--- src/rtl/toggle_mon_pkg.sv ---
// Shared encodings and default sizing for the toggle-stream monitors.
package toggle_mon_pkg;

    localparam logic [2:0] ST_IDLE  = 3'd0;
    localparam logic [2:0] ST_SYNC  = 3'd1;
    localparam logic [2:0] ST_HIGH  = 3'd2;
    localparam logic [2:0] ST_LOW   = 3'd3;
    localparam logic [2:0] ST_STUCK = 3'd4;

    localparam int DEF_CNT_W   = 8;
    localparam int DEF_TIMEOUT = 16;
    localparam int DEF_EDGE_W  = 16;

endpackage

--- src/rtl/toggle_edge_detect.sv ---
// One-cycle rise/fall pulses for a stream already synchronous to clk.
module toggle_edge_detect (
    input  logic clk,
    input  logic reset,
    input  logic din,
    output logic rise,
    output logic fall
);

    logic din_q;

    // din_q follows din regardless of the monitor's state so edges are never stale.
    always_ff @(posedge clk) begin
        if (reset)
            din_q <= 1'b0;
        else
            din_q <= din;
    end

    assign rise = din & ~din_q;
    assign fall = ~din & din_q;

endmodule

--- src/rtl/toggle_monitor.sv ---
// Measures high/low phase lengths of a toggle stream, counts edges and flags a stuck source.
module toggle_monitor
    import toggle_mon_pkg::*;
#(
    parameter int CNT_W   = DEF_CNT_W,
    parameter int TIMEOUT = DEF_TIMEOUT,
    parameter int EDGE_W  = DEF_EDGE_W
) (
    input  logic              clk,
    input  logic              reset,
    input  logic              din,
    input  logic              en,
    input  logic              clr,
    output logic [CNT_W-1:0]  high_len,
    output logic [CNT_W-1:0]  low_len,
    output logic              meas_valid,
    output logic [EDGE_W-1:0] edge_cnt,
    output logic              stuck
);

    localparam logic [CNT_W-1:0] TIMEOUT_V = CNT_W'(TIMEOUT);

    logic             rise;
    logic             fall;
    logic [2:0]       state;
    logic [CNT_W-1:0] run_cnt;
    logic [CNT_W-1:0] hi_len_r;

    toggle_edge_detect u_edge (
        .clk   (clk),
        .reset (reset),
        .din   (din),
        .rise  (rise),
        .fall  (fall)
    );

    // Priority: reset, clr, STUCK hold, en low, then normal measurement.
    always_ff @(posedge clk) begin
        if (reset) begin
            state      <= ST_IDLE;
            run_cnt    <= '0;
            hi_len_r   <= '0;
            high_len   <= '0;
            low_len    <= '0;
            meas_valid <= 1'b0;
            edge_cnt   <= '0;
            stuck      <= 1'b0;
        end else if (clr) begin
            stuck      <= 1'b0;
            edge_cnt   <= '0;
            run_cnt    <= '0;
            meas_valid <= 1'b0;
            state      <= en ? ST_SYNC : ST_IDLE;
        end else if (state == ST_STUCK) begin
            meas_valid <= 1'b0;
            stuck      <= 1'b1;
        end else if (!en) begin
            state      <= ST_IDLE;
            run_cnt    <= '0;
            meas_valid <= 1'b0;
        end else begin
            meas_valid <= 1'b0;
            if ((rise | fall) && (state != ST_IDLE))
                edge_cnt <= edge_cnt + 1'b1;

            case (state)
                ST_IDLE: begin
                    run_cnt <= '0;
                    state   <= ST_SYNC;
                end
                // Falls are ignored until the first rise aligns us to a period start.
                ST_SYNC: begin
                    if (rise) begin
                        run_cnt <= CNT_W'(1);
                        state   <= ST_HIGH;
                    end else if (run_cnt == TIMEOUT_V) begin
                        state <= ST_STUCK;
                        stuck <= 1'b1;
                    end else begin
                        run_cnt <= run_cnt + 1'b1;
                    end
                end
                ST_HIGH: begin
                    if (fall) begin
                        hi_len_r <= run_cnt;
                        run_cnt  <= CNT_W'(1);
                        state    <= ST_LOW;
                    end else if (run_cnt == TIMEOUT_V) begin
                        state <= ST_STUCK;
                        stuck <= 1'b1;
                    end else begin
                        run_cnt <= run_cnt + 1'b1;
                    end
                end
                ST_LOW: begin
                    if (rise) begin
                        high_len   <= hi_len_r;
                        low_len    <= run_cnt;
                        meas_valid <= 1'b1;
                        run_cnt    <= CNT_W'(1);
                        state      <= ST_HIGH;
                    end else if (run_cnt == TIMEOUT_V) begin
                        state <= ST_STUCK;
                        stuck <= 1'b1;
                    end else begin
                        run_cnt <= run_cnt + 1'b1;
                    end
                end
                default: begin
                    run_cnt <= '0;
                    state   <= ST_IDLE;
                end
            endcase
        end
    end

endmodule

--- config.mk ---
export PLATFORM = sky130hd
export DESIGN_NAME = toggle_monitor
export DESIGN_NICKNAME = d
export VERILOG_FILES = /design/src/rtl/toggle_mon_pkg.sv /design/src/rtl/toggle_edge_detect.sv /design/src/rtl/toggle_monitor.sv
export SDC_FILE = /design/constraint.sdc
export NUM_CORES = 1
export LEC_CHECK = 0
export BUFFER_PORTS_ARGS = -buffer_cell sky130_fd_sc_hd__buf_2
export CORE_MARGIN = 2
export CORE_UTILIZATION = 55
export DETAILED_ROUTE_END_ITERATION = 16
export MAX_ROUTING_LAYER = met4
export PLACE_DENSITY = 0.79
export SLEW_MARGIN = 20
export SYNTH_ARGS = -nofsm -noshare
export SYNTH_HDL_FRONTEND = slang
export SYNTH_SLANG_ARGS = --single-unit
--- constraint.sdc ---
create_clock -name clk -period 2.1 [get_ports clk]
set_clock_uncertainty 0.15 [all_clocks]
set_input_delay 0.21 -clock clk [delete_from_list [all_inputs] [get_ports clk]]
set_output_delay 0.21 -clock clk [all_outputs]
set_load 0.02 [all_outputs]
=== Word level (Yosys, flattened, before mapping) ===
Cells that the tools add are included.

* Bits in registers: 54
* Latch bits: 0
* Bits in writable memories: 0
* Memory bits (read-only): 0
* Output and inout bits: 34
* Word-level logic and storage cells: 60
* Memories: 0

* Add/sub/neg operators: 2
* Multiply operators: 0
* Div/mod/pow operators: 0
* Order comparisons: 0
* Equality and inequality tests: 8
* Shifts and indexed selects: 0
* Multiplexer cells: 20
* Bitwise operators: 9
* Reductions and logical operators: 12

{| class="wikitable"
|+ Operators with widths
! operator !! count
|-
| $mux 8 || 4
|-
| $mux 3 || 6
|-
| $add 16x1->16 const B || 1
|-
| $pmux 8 s2 || 1
|-
| $reduce_and 5->1 || 2
|-
| $pmux 3 s3 || 1
|-
| $add 8x1->8 const B || 1
|-
| $eq 8x5->1 const B || 1
|-
| $mux 1 || 7
|-
| $eq 3x2->1 const B || 2
|-
| $not 1->1 || 6
|-
| $reduce_bool 3->1 || 2
|-
| $reduce_or 5->1 || 1
|-
| $reduce_and 4->1 || 1
|-
| $reduce_or 2->1 || 2
|-
| $eq 3x1->1 const B || 1
|-
| $eq 3x3->1 const B || 1
|-
| $logic_not 3->1 || 1
|-
| $ne 3x2->1 const B || 1
|-
| $ne 3x3->1 const B || 1
|-
| $reduce_and 3->1 || 1
|-
| $and 1x1->1 || 2
|-
| $ne 2x2->1 const B || 1
|-
| $pmux 1 s2 || 1
|-
| other kinds (3) || 3
|}

=== Logic depth before layout (Yosys ltp) ===
Gate-level depths: netlist of the first run.

* Depth after elaboration: 7
* Mapped depth: 7

=== By module ===
A second synthesis of the first run with hierarchy kept.

* Cell total of the unflattened synthesis: 276
* Area total of the unflattened synthesis: 2348.5 um^2

{| class="wikitable"
|+ By module, submodules not included
! module !! times used !! cells each !! area an instance (um^2) !! seq. area each (um^2)
|-
| toggle_monitor || 1 || 272 || 2309.7 || 1061.0
|-
| toggle_edge_detect || 1 || 4 || 38.8 || 20.0
|}

=== Least setup slack after synthesis of the first run ===
No wires, ideal clock.

* Path kind: register to register
* Start: register u_edge.din_q
* End: register edge_cnt[15]
* Setup time: 71 ps
* Data arrival time: 1539 ps
* Setup slack: 340 ps
* Stages on the path, launching flop included: 6
* Cell sequence: dfxtp_1 ha_1 and2b_2 nand4_4 or4_1 a21oi_1

* Word-level cells in the longest chain between the ends: 5
* Elaborated cells between the ends (all ways): 6

{| class="wikitable"
|+ Ends and longest elaborated chain
! element !! RTL line !! RTL
|-
| start, declared || toggle_edge_detect.sv:10 || <nowiki>logic din_q;</nowiki>
|-
| start signal, assigned || toggle_edge_detect.sv:17 || <nowiki>din_q <= din;</nowiki>
|-
| $not 1->1 || toggle_edge_detect.sv:20 || <nowiki>assign rise = din & ~din_q;</nowiki>
|-
| $and 1x1->1 || toggle_edge_detect.sv:20 ||
|-
| $or 1x1->1 * || toggle_monitor.sv:63 || <nowiki>if ((rise | fall) && (state != ST_IDLE))</nowiki>
|-
| $logic_and 1x1->1 * || toggle_monitor.sv:63 ||
|-
| $reduce_and 3->1 (no line) * || n/a ||
|-
| end signal, assigned || toggle_monitor.sv:64 || <nowiki>edge_cnt <= edge_cnt + 1'b1;</nowiki>
|-
| end, declared || toggle_monitor.sv:17 || <nowiki>output logic [EDGE_W-1:0] edge_cnt,</nowiki>
|}

Every way passes the cells marked *; elsewhere a longest branch is shown, timed or not.
A chain may end at the register's enable or synchronous reset.

=== Worst setup path after layout of the first run ===
* Start: register run_cnt[0]
* End: register run_cnt[7]

* Word-level cells in the longest chain between the ends: 5
* Elaborated cells between the ends (all ways): 7

{| class="wikitable"
|+ Ends and longest elaborated chain
! element !! RTL line !! RTL
|-
| start, declared || toggle_monitor.sv:26 || <nowiki>logic [CNT_W-1:0] run_cnt;</nowiki>
|-
| start signal, assigned || toggle_monitor.sv:80 || <nowiki>run_cnt <= run_cnt + 1'b1;</nowiki>
|-
| start signal, assigned || toggle_monitor.sv:92 || <nowiki>run_cnt <= run_cnt + 1'b1;</nowiki>
|-
| start signal, assigned || toggle_monitor.sv:106 || <nowiki>run_cnt <= run_cnt + 1'b1;</nowiki>
|-
| $add 8x1->8 / $eq 8x5->1 (equally long branches) || n/a ||
|-
| $mux 8 * || toggle_monitor.sv:76, toggle_monitor.sv:88, toggle_monitor.sv:102 ||
|-
| $mux 8 (on tied branches) || toggle_monitor.sv:96, toggle_monitor.sv:84 ||
|-
| $pmux 8 s2 * || toggle_monitor.sv:66 || <nowiki>case (state)</nowiki>
|-
| $mux 8 * || toggle_monitor.sv:57 || <nowiki>end else if (!en) begin</nowiki>
|}

Marked as above.

==> metrics.yaml, run 1 <==
status: "finished clean"
postCtsHoldBufs: 0
cts_max_path_buffers: 2
ctsResizeCount: 0
tightest_slew_ns: 0.497
final_cells: 352
dpl.cell_count: 344
drc: 0
htreeDepth: 2
pin_count: 39
grt.total_usage_pct: 20.1
postCtsSetupRepairBufs: 0
synth_common_cells: "54 x dfxtp_1, 38 x nor2_1, 24 x mux2i_1"
slowest_stage: "nor4b_2"
synth_cell_type_count: 48
area_delta_synth_final_pct: 14.9
crit_type: "reg2reg"
grt_overflow_total: 0
min_period_ns: 1.93
whs_path_depth: 3
post-route-util_pct: 64.7
post-synth-top-count-cell: "dfxtp_1"
synth_area_leaders: "dfxtp_1 45%, mux2i_1 10%, nor2_1 5.9%"
cpPeakStageDelay_ns: 0.42
n_fill_cell: 347
antennaDiodeCount: 0
seq_area_um2: 1080
cap_violations: 0
rows: 24
synth.avg_cell_area_um2: 9.34
synth_edf_count: 0
rr_startpoint: "run_cnt[0]$_SDFFE_PP0N_"
hold_violations: 0
drt_iter0_drc: 122
reg2reg_depth: 6
leakagePower_nw: 1.11
cp-start-kind: "register"
yosysWarnings: 0
fp.dieW_um: 70.1
ys_ff_latch: 54
place.port_buffers: 38
period_share_pct: 91.9
worstHoldEndpoint: "u_edge.din_q$_SDFF_PP0_"
layout-drive-gt1-share_pct: 21.3
hpwl_um: 3310
syn_nets: 267
arrival_ns: 1.97
reg2reg_setup_slack_ns: 0.17
firstDrtPassIters: 4
place_congestion: 0.904
cts.clk_slew.worst_paths_ns: 0.09
grt_antenna_before_repair: 0
grt_pass1_wl_um: 7820
syn_area_um2: 2400
cts.sinks: 54
multi_input_area_um2: 1220
synth_top_area_cell: "dfxtp_1"
vias_per_cell: 5.59
ys.flop_type: "dfxtp_1"
grt_max_degree: 29
hold_path.class: "in2reg"
ir_drop_v: 0.000325
clock_latency_ns: 0.31
die_area_um2: 4910
synth_top_area_share_pct: 45.0
cts_tree: "built"
relSlewSlack_pct: 66.8
antenna_left: 0
cts_buffers: 5
core_area_um2: 4260
r2r_end: "run_cnt[7]$_SDFFE_PP0N_"
synthCells: 257
routed_wl_um: 4670
grt_pass1_vias: 1774
finalSetupViolCount: 0
crit_chain: "inv_1, ha_1, nor4b_2, a21oi_1, a31oi_1, o22ai_1"
tns_ns: 0
rsz0062_at_grt: "no"
cp.required_ns: 2.15
wl_per_cell_um: 13.3
slew_viol_final: 0
die_y_um: 70.1
p_per_area_nw_per_um2: 649
synthArstFlopShare_pct: 0
min_from: "din"
fin_nets: 309
fmax_mhz: 518
yosysSeqAreaShare_pct: 45.0
crit_fanout: 6
clockRootBuffer: "clkbuf_8"
dr_total_vias: 1967
worstSetupEndpointType: "register"
start_util_pct: 56.3
cells by family after synthesis:
family,Yosys count,synth area share [%]
compound gates,45,11.6
mux,24,10.0
buf+inv,19,3.96
xor+xnor,8,2.92
flops,54,45.0
simple gates,102,23.9
fa+ha+maj,5,2.61
per-stage QoR:
| stage | area, um2 | setup WS [ns] | hold slack [ns] | power, mW |
|---|---|---|---|---|
| floorplan | 2400 | 0.340 | 0.139 | 1.11 |
| global placement | 2650 | 0.215 | 0.319 | 1.12 |
| detailed placement | 2650 | 0.167 | 0.326 | 1.12 |
| CTS | 2760 | 0.193 | 0.00848 | 1.81 |
| global route | 2760 | 0.00340 | 0.0206 | 1.85 |
| finish | 2760 | 0.171 | 0.0130 | 1.79 |
layout make-up:
type | instances | share of cell area [%]
Sequential cell | 54 | 39.2
Clock buffer | 6 | 2.63
Clock inverter | 2 | 1.36
Inverter | 9 | 1.23
Tap cell | 52 | 2.36
Timing Repair Buffer | 45 | 8.80
Multi-Input combinational cell | 184 | 44.4
report_power, final:
group / leakage, nW / internal (mW) / switching, mW
combinational: 0.628 / 0.0221 / 0.0462
clock: 0.0514 / 0.356 / 0.335
sequential: 0.435 / 1.03 / 0.00479
total: 1.11 / 1.40 / 0.386
per-layer routing:
layer | track usage (%) | vias up | wire, um
met4 | 6.62 | 0 | 60
li1 | - | 999 | -
met1 | 25.1 | 937 | 2220
met3 | 4.62 | 6 | 145
met5 | - | - | 0
met2 | 32.4 | 25 | 2240
flip-flops by register name (all words and copies together), names as in the netlist:
register      cells
edge_cnt         16
hi_len_r          8
high_len          8
low_len           8
run_cnt           8
state             3
meas_valid        1
stuck             1
u_edge.din_q      1
how the worst max path moves through the flow:
| stage | from | to | cells past startpoint |
|---|---|---|---|
| finish | run_cnt[0]$_SDFFE_PP0N_ | run_cnt[7]$_SDFFE_PP0N_ | 6 |
| floorplan | u_edge.din_q$_SDFF_PP0_ | edge_cnt[15]$_SDFFE_PP0P_ | 5 |
| detailed placement | din | run_cnt[3]$_SDFFE_PP0N_ | 8 |
| global placement | din | edge_cnt[15]$_SDFFE_PP0P_ | 7 |
| global route | run_cnt[0]$_SDFFE_PP0N_ | run_cnt[7]$_SDFFE_PP0N_ | 6 |
| CTS | run_cnt[0]$_SDFFE_PP0N_ | run_cnt[7]$_SDFFE_PP0N_ | 6 |
critical path: cells and delay by family (launching register included):
| family | cells | cell delay, ns |
|---|---|---|
| buf+inv | 1 | 0.10 |
| compound gates | 3 | 0.62 |
| fa+ha+maj | 1 | 0.15 |
| flops | 1 | 0.37 |
| simple gates | 1 | 0.42 |
layout by cell type (no fill, tap or decap), types with 7 or more instances in the layout:
master and count:
dfxtp_1 54, nor2_1 38, buf_2 38, mux2i_1 24, a21oi_1 18, o21ai_0 10
inv_1 9, nand2_1 9, or3_1 9, nand3_1 7, buf_4 7
(Power assumes the default switching activity.)
==> run 2, diff against run 1 <==
--- a/config.mk
+++ b/config.mk
@@ -7,10 +7,10 @@
 export LEC_CHECK = 0
 export BUFFER_PORTS_ARGS = -buffer_cell sky130_fd_sc_hd__buf_2
 export CORE_MARGIN = 2
-export CORE_UTILIZATION = 55
+export CORE_UTILIZATION = 50
 export DETAILED_ROUTE_END_ITERATION = 16
 export MAX_ROUTING_LAYER = met4
-export PLACE_DENSITY = 0.79
+export PLACE_DENSITY = 0.73
 export SLEW_MARGIN = 20
 export SYNTH_ARGS = -nofsm -noshare
 export SYNTH_HDL_FRONTEND = slang
==> metrics.yaml, run 2 (synthesis gave the netlist of run 1 again) <==
largest_reg_flops: 16  # unchanged
area_delta_synth_final_pct: 14.2
status: "finished clean"
fin_area_um2: 2740  # -0.59%
leakagePower_nw: 1.11  # -0.81%
dr_total_vias: 1944  # -1.2%
cts_tree: "built"
tns_ns: 0  # unchanged
finalSetupViolCount: 0  # unchanged
pre_cts_slack_ns: 0.188  # +0.0208 ns
cts_buffers: 5  # unchanged
hold_path.class: "in2reg"
grt_max_degree: 29  # unchanged
post-route-util_pct: 58.8  # -5.9 points
grt_overflow_total: 0  # unchanged
start_util_pct: 51.5  # -4.8 points
die_y_um: 73.3  # +4.6%
grt_antenna_before_repair: 0  # unchanged
cap_violations: 0  # unchanged
cts.clk_slew.worst_paths_ns: 0.09  # about the same
top_register: "edge_cnt"
cp-start-kind: "register"
fmax_mhz: 536  # +3.4%
crit_type: "reg2reg"
ir_drop_v: 0.000284  # -12%
ctsResizeCount: 0  # unchanged
core_area_um2: 4660  # +9.3%
fp.dieW_um: 73.3  # +4.6%
grt.total_usage_pct: 18.5  # -1.6 points
drt_iter0_drc: 123  # +0.82%
routed_wl_um: 4560  # -2.3%
cts_max_path_buffers: 2  # unchanged
drc: 0  # unchanged
grt_pass1_vias: 1698  # -4.3%
layout-drive-gt1-share_pct: 21.4  # +0.071 points
arrival_ns: 1.96  # about the same
wl_per_cell_um: 12.9  # -2.6%
clock_latency_ns: 0.30  # about the same
place.port_buffers: 38  # unchanged
slew_viol_final: 0  # unchanged
cp.required_ns: 2.19  # +0.04 ns
placed_area_um2: 2640  # -0.19%
rsz0062_at_grt: "no"
fin_nets: 308  # -0.32%
die_area_um2: 5370  # +9.4%
place_congestion: 0.823  # -8.9%
worstSetupEndpointType: "register"
relSlewSlack_pct: 68.4  # +1.6 points
pin_count: 39  # unchanged
period_share_pct: 88.9  # -3.0 points
antenna_left: 0  # unchanged
rows: 25  # +4.2%
layout_commonest_cell: "dfxtp_1"
final_cell_mix: "54 x dfxtp_1, 38 x nor2_1, 38 x buf_2, 24 x mux2i_1, 18 x a21oi_1"
clockRootBuffer: "clkbuf_8"
hold_violations: 0  # unchanged
htreeDepth: 2  # unchanged
firstDrtPassIters: 5  # +1
crit_fanout: 9  # +3
antennaDiodeCount: 0  # unchanged
grt_pass1_wl_um: 7700  # -1.6%
total_power_mw: 1.70  # -4.9%
hpwl_um: 3320  # about the same
cts.sinks: 54  # unchanged
min_period_ns: 1.87  # -0.0634 ns
fin_ws_ns: 0.234  # +0.0634 ns
vias_per_cell: 5.51  # -1.4%
postCtsHoldBufs: 0  # unchanged
tightest_slew_ns: 0.474  # -0.0231 ns
postCtsSetupRepairBufs: 0  # unchanged
p_per_area_nw_per_um2: 621  # -4.3%
## run 2: area by class of cell
type	instances	area [um2]
clock inverters	2	16.3
repair buffers	44	235
flip-flops and latches	54	1080
inverters	9	33.8
multi-input cells	184	1220
clock buffers	6	82.6
fillers	429	1920
well taps	54	67.6
## run 2: where the power goes
group | leakage (nW) | switching (mW) | internal (mW)
Clock | 0.0478 | 0.332 | 0.272
Sequential | 0.435 | 0.00470 | 1.03
Combinational | 0.623 | 0.0457 | 0.0221
## run 2: final timing paths
path                            cells after the start                        end                 startpoint  slack (ns)
worst max-delay path                                5  edge_cnt[15]$_SDFFE_PP0P_    u_edge.din_q$_SDFF_PP0_        0.23
worst min-delay path                                3    u_edge.din_q$_SDFF_PP0_                        din        0.01
worst max register to register                      5  edge_cnt[15]$_SDFFE_PP0P_    u_edge.din_q$_SDFF_PP0_        0.23
worst min register to register                      2  edge_cnt[15]$_SDFFE_PP0P_  edge_cnt[15]$_SDFFE_PP0P_        0.33
## run 2: routing by layer
metal | share of wire, % | global-route usage [%] | vias to the layer above
li1 | - | - | 1000
met1 | 48 | 24.6 | 904
met2 | 47 | 28.2 | 33
met3 | 3.4 | 3.70 | 7
met4 | 1.5 | 6.67 | 0
met5 | 0 | - | -
## run 2: stage by stage
stage / hold slack [ns] / std cells
after floorplan: 0.139 / 257
after global placement: 0.316 / 345
after detailed placement: 0.314 / 345
after CTS: 0.00417 / 353
after global routing: 0.0220 / 353
final: 0.0128 / 353
## run 2: critical path: stages (launching register included)
cell and delay [ns]:
dfxtp_1 0.32, ha_1 0.28, and2b_2 0.27, nand4_4 0.15, or4_1 0.49, a21oi_1 0.14
==> run 3, diff against run 2 <==
--- a/config.mk
+++ b/config.mk
@@ -7,10 +7,10 @@
 export LEC_CHECK = 0
 export BUFFER_PORTS_ARGS = -buffer_cell sky130_fd_sc_hd__buf_2
 export CORE_MARGIN = 2
-export CORE_UTILIZATION = 50
+export CORE_UTILIZATION = 49
 export DETAILED_ROUTE_END_ITERATION = 16
 export MAX_ROUTING_LAYER = met4
-export PLACE_DENSITY = 0.73
+export PLACE_DENSITY = 0.72
 export SLEW_MARGIN = 20
 export SYNTH_ARGS = -nofsm -noshare
 export SYNTH_HDL_FRONTEND = slang
==> metrics.yaml, run 3 (synthesis gave the netlist of run 1 again) <==
status: "finished clean"
hpwl_um: 3220  # -3.0%
hold_violations: 0  # unchanged
period_share_pct: 93.0  # +4.1 points
place.port_buffers: 38  # unchanged
fmax_mhz: 512  # -4.4%
reg2reg_depth: 6  # +1
place_congestion: 0.786  # -4.6%
core_area_um2: 4720  # +1.3%
swShare_pct: 20.8  # -1.7 points
clockRootBuffer: "clkbuf_8"
die_area_um2: 5480  # +1.9%
cap_violations: 0  # unchanged
drc: 0  # unchanged
ctsResizeCount: 0  # unchanged
final_cell_mix: "54 x dfxtp_1, 38 x nor2_1, 38 x buf_2, 24 x mux2i_1, 18 x a21oi_1"
power_frac_comb_pct: 3.8  # -0.2 points
seqPwrFrac_pct: 56.7  # -3.9 points
crit_type: "reg2reg"
ir_drop_v: 0.000267  # -5.9%
total_power_mw: 1.82  # +6.8%
relSlewSlack_pct: 63.4  # -5.1 points
layout-drive-gt1-share_pct: 21.7  # +0.26 points
drt_iter0_drc: 87  # -29%
fp.dieW_um: 74  # +0.96%
top_register: "edge_cnt"
tns_ns: 0  # unchanged
finalSetupViolCount: 0  # unchanged
firstDrtPassIters: 4  # -1
slew_viol_final: 0  # unchanged
routed_wl_um: 4520  # -0.94%
pin_count: 39  # unchanged
grt_pass1_wl_um: 7680  # -0.27%
antenna_left: 0  # unchanged
crit_fanout: 6  # -3
arrival_ns: 1.99  # +0.03 ns
layout_commonest_cell: "dfxtp_1"
grt_max_degree: 29  # unchanged
cts.sinks: 54  # unchanged
rows: 25  # unchanged
p_sw_mw: 0.377  # -1.4%
p_per_area_nw_per_um2: 652  # +5.0%
grt_overflow_total: 0  # unchanged
worstSetupEndpointType: "register"
wl_per_cell_um: 12.3  # -4.7%
cp.required_ns: 2.14  # -0.05 ns
rsz0062_at_grt: "no"
grt_pass1_vias: 1711  # +0.77%
leakagePower_nw: 1.13  # +1.8%
die_y_um: 74  # +0.96%
fin_nets: 309  # +0.32%
vias_per_cell: 5.21  # -5.4%
largest_reg_flops: 16  # unchanged
n_fill_cell: 430  # +0.23%
clock_latency_ns: 0.30  # about the same
cts_buffers: 5  # unchanged
postCtsSetupRepairBufs: 0  # unchanged
p_int_mw: 1.44  # +9.1%
hold-worst-slack_ns: 0.0189  # +0.00614 ns
grt.total_usage_pct: 18.3  # -0.24 points
whs_path_depth: 3  # unchanged
cts_tree: "built"
cp-start-kind: "register"
cts.clk_slew.worst_paths_ns: 0.10  # about the same
area_delta_synth_final_pct: 16.1
htreeDepth: 2  # unchanged
post-route-util_pct: 59.0  # +0.20 points
tightest_slew_ns: 0.549  # +0.0759 ns
hold_path.class: "in2reg"
min_period_ns: 1.95  # +0.0861 ns
grt_antenna_before_repair: 0  # unchanged
clkPwrFrac_pct: 39.5  # +4.0 points
antennaDiodeCount: 0  # unchanged
postCtsHoldBufs: 0  # unchanged
cts_max_path_buffers: 2  # unchanged
start_util_pct: 50.8  # -0.68 points
dr_total_vias: 1912  # -1.6%
run 3: cell types whose count changed in the layout (fill, tap and decap cells not counted):
| cell | previous run | this run |
|---|---|---|
| bufinv_16 | 0 | 1 |
| clkinvlp_4 | 1 | 0 |
| buf_4 | 6 | 7 |
run 3: power by group through the flow:
stage	registers [mW]	clock network, mW	logic [mW]
finish	1.03	0.718	0.0691
CTS	1.03	0.742	0.0690
global placement	1.05	0	0.0686
detailed placement	1.05	0	0.0687
global route	1.03	0.781	0.0770
floorplan	1.05	0	0.0530
run 3: layer usage:
layer	share of wire (%)	vias to the layer above	GRT usage, %
met5	0	-	-
met2	46	31	28.0
met3	3.0	2	4.07
met1	50	882	24.6
met4	0.75	0	4.85
li1	-	997	-
run 3: final timing paths:
path / endpoint / slack (ns) / start
worst max-delay path: run_cnt[7]$_SDFFE_PP0N_ / 0.15 / run_cnt[0]$_SDFFE_PP0N_
worst min-delay path: u_edge.din_q$_SDFF_PP0_ / 0.02 / din
worst max register to register: run_cnt[7]$_SDFFE_PP0N_ / 0.15 / run_cnt[0]$_SDFFE_PP0N_
worst min register to register: low_len[0]$_SDFFE_PP0P_ / 0.34 / low_len[0]$_SDFFE_PP0P_
run 3: area by class of cell:
class | count | area, um2 | share of cell area, %
Multi-Input combinational cell | 184 | 1220 | 43.9
Clock inverter | 2 | 38.8 | 1.39
Timing Repair Buffer | 45 | 243 | 8.71
Tap cell | 67 | 83.8 | 3.01
Sequential cell | 54 | 1080 | 38.8
Inverter | 9 | 33.8 | 1.21
Clock buffer | 6 | 82.6 | 2.96
run 3: worst max-delay path: stages (launching register included):
cell and delay [ns]:
dfxtp_1 0.38, inv_1 0.10, ha_1 0.15, nor4b_2 0.42, a21oi_1 0.31, a31oi_1 0.24, o22ai_1 0.10
run 3: through the flow:
step | cell area (um2) | setup WS [ns] | std cells
floorplan | 2400 | 0.340 | 257
global placement | 2670 | 0.196 | 359
detailed placement | 2670 | 0.161 | 359
CTS | 2790 | 0.178 | 367
global route | 2790 | 0.00988 | 367
finish | 2790 | 0.148 | 367
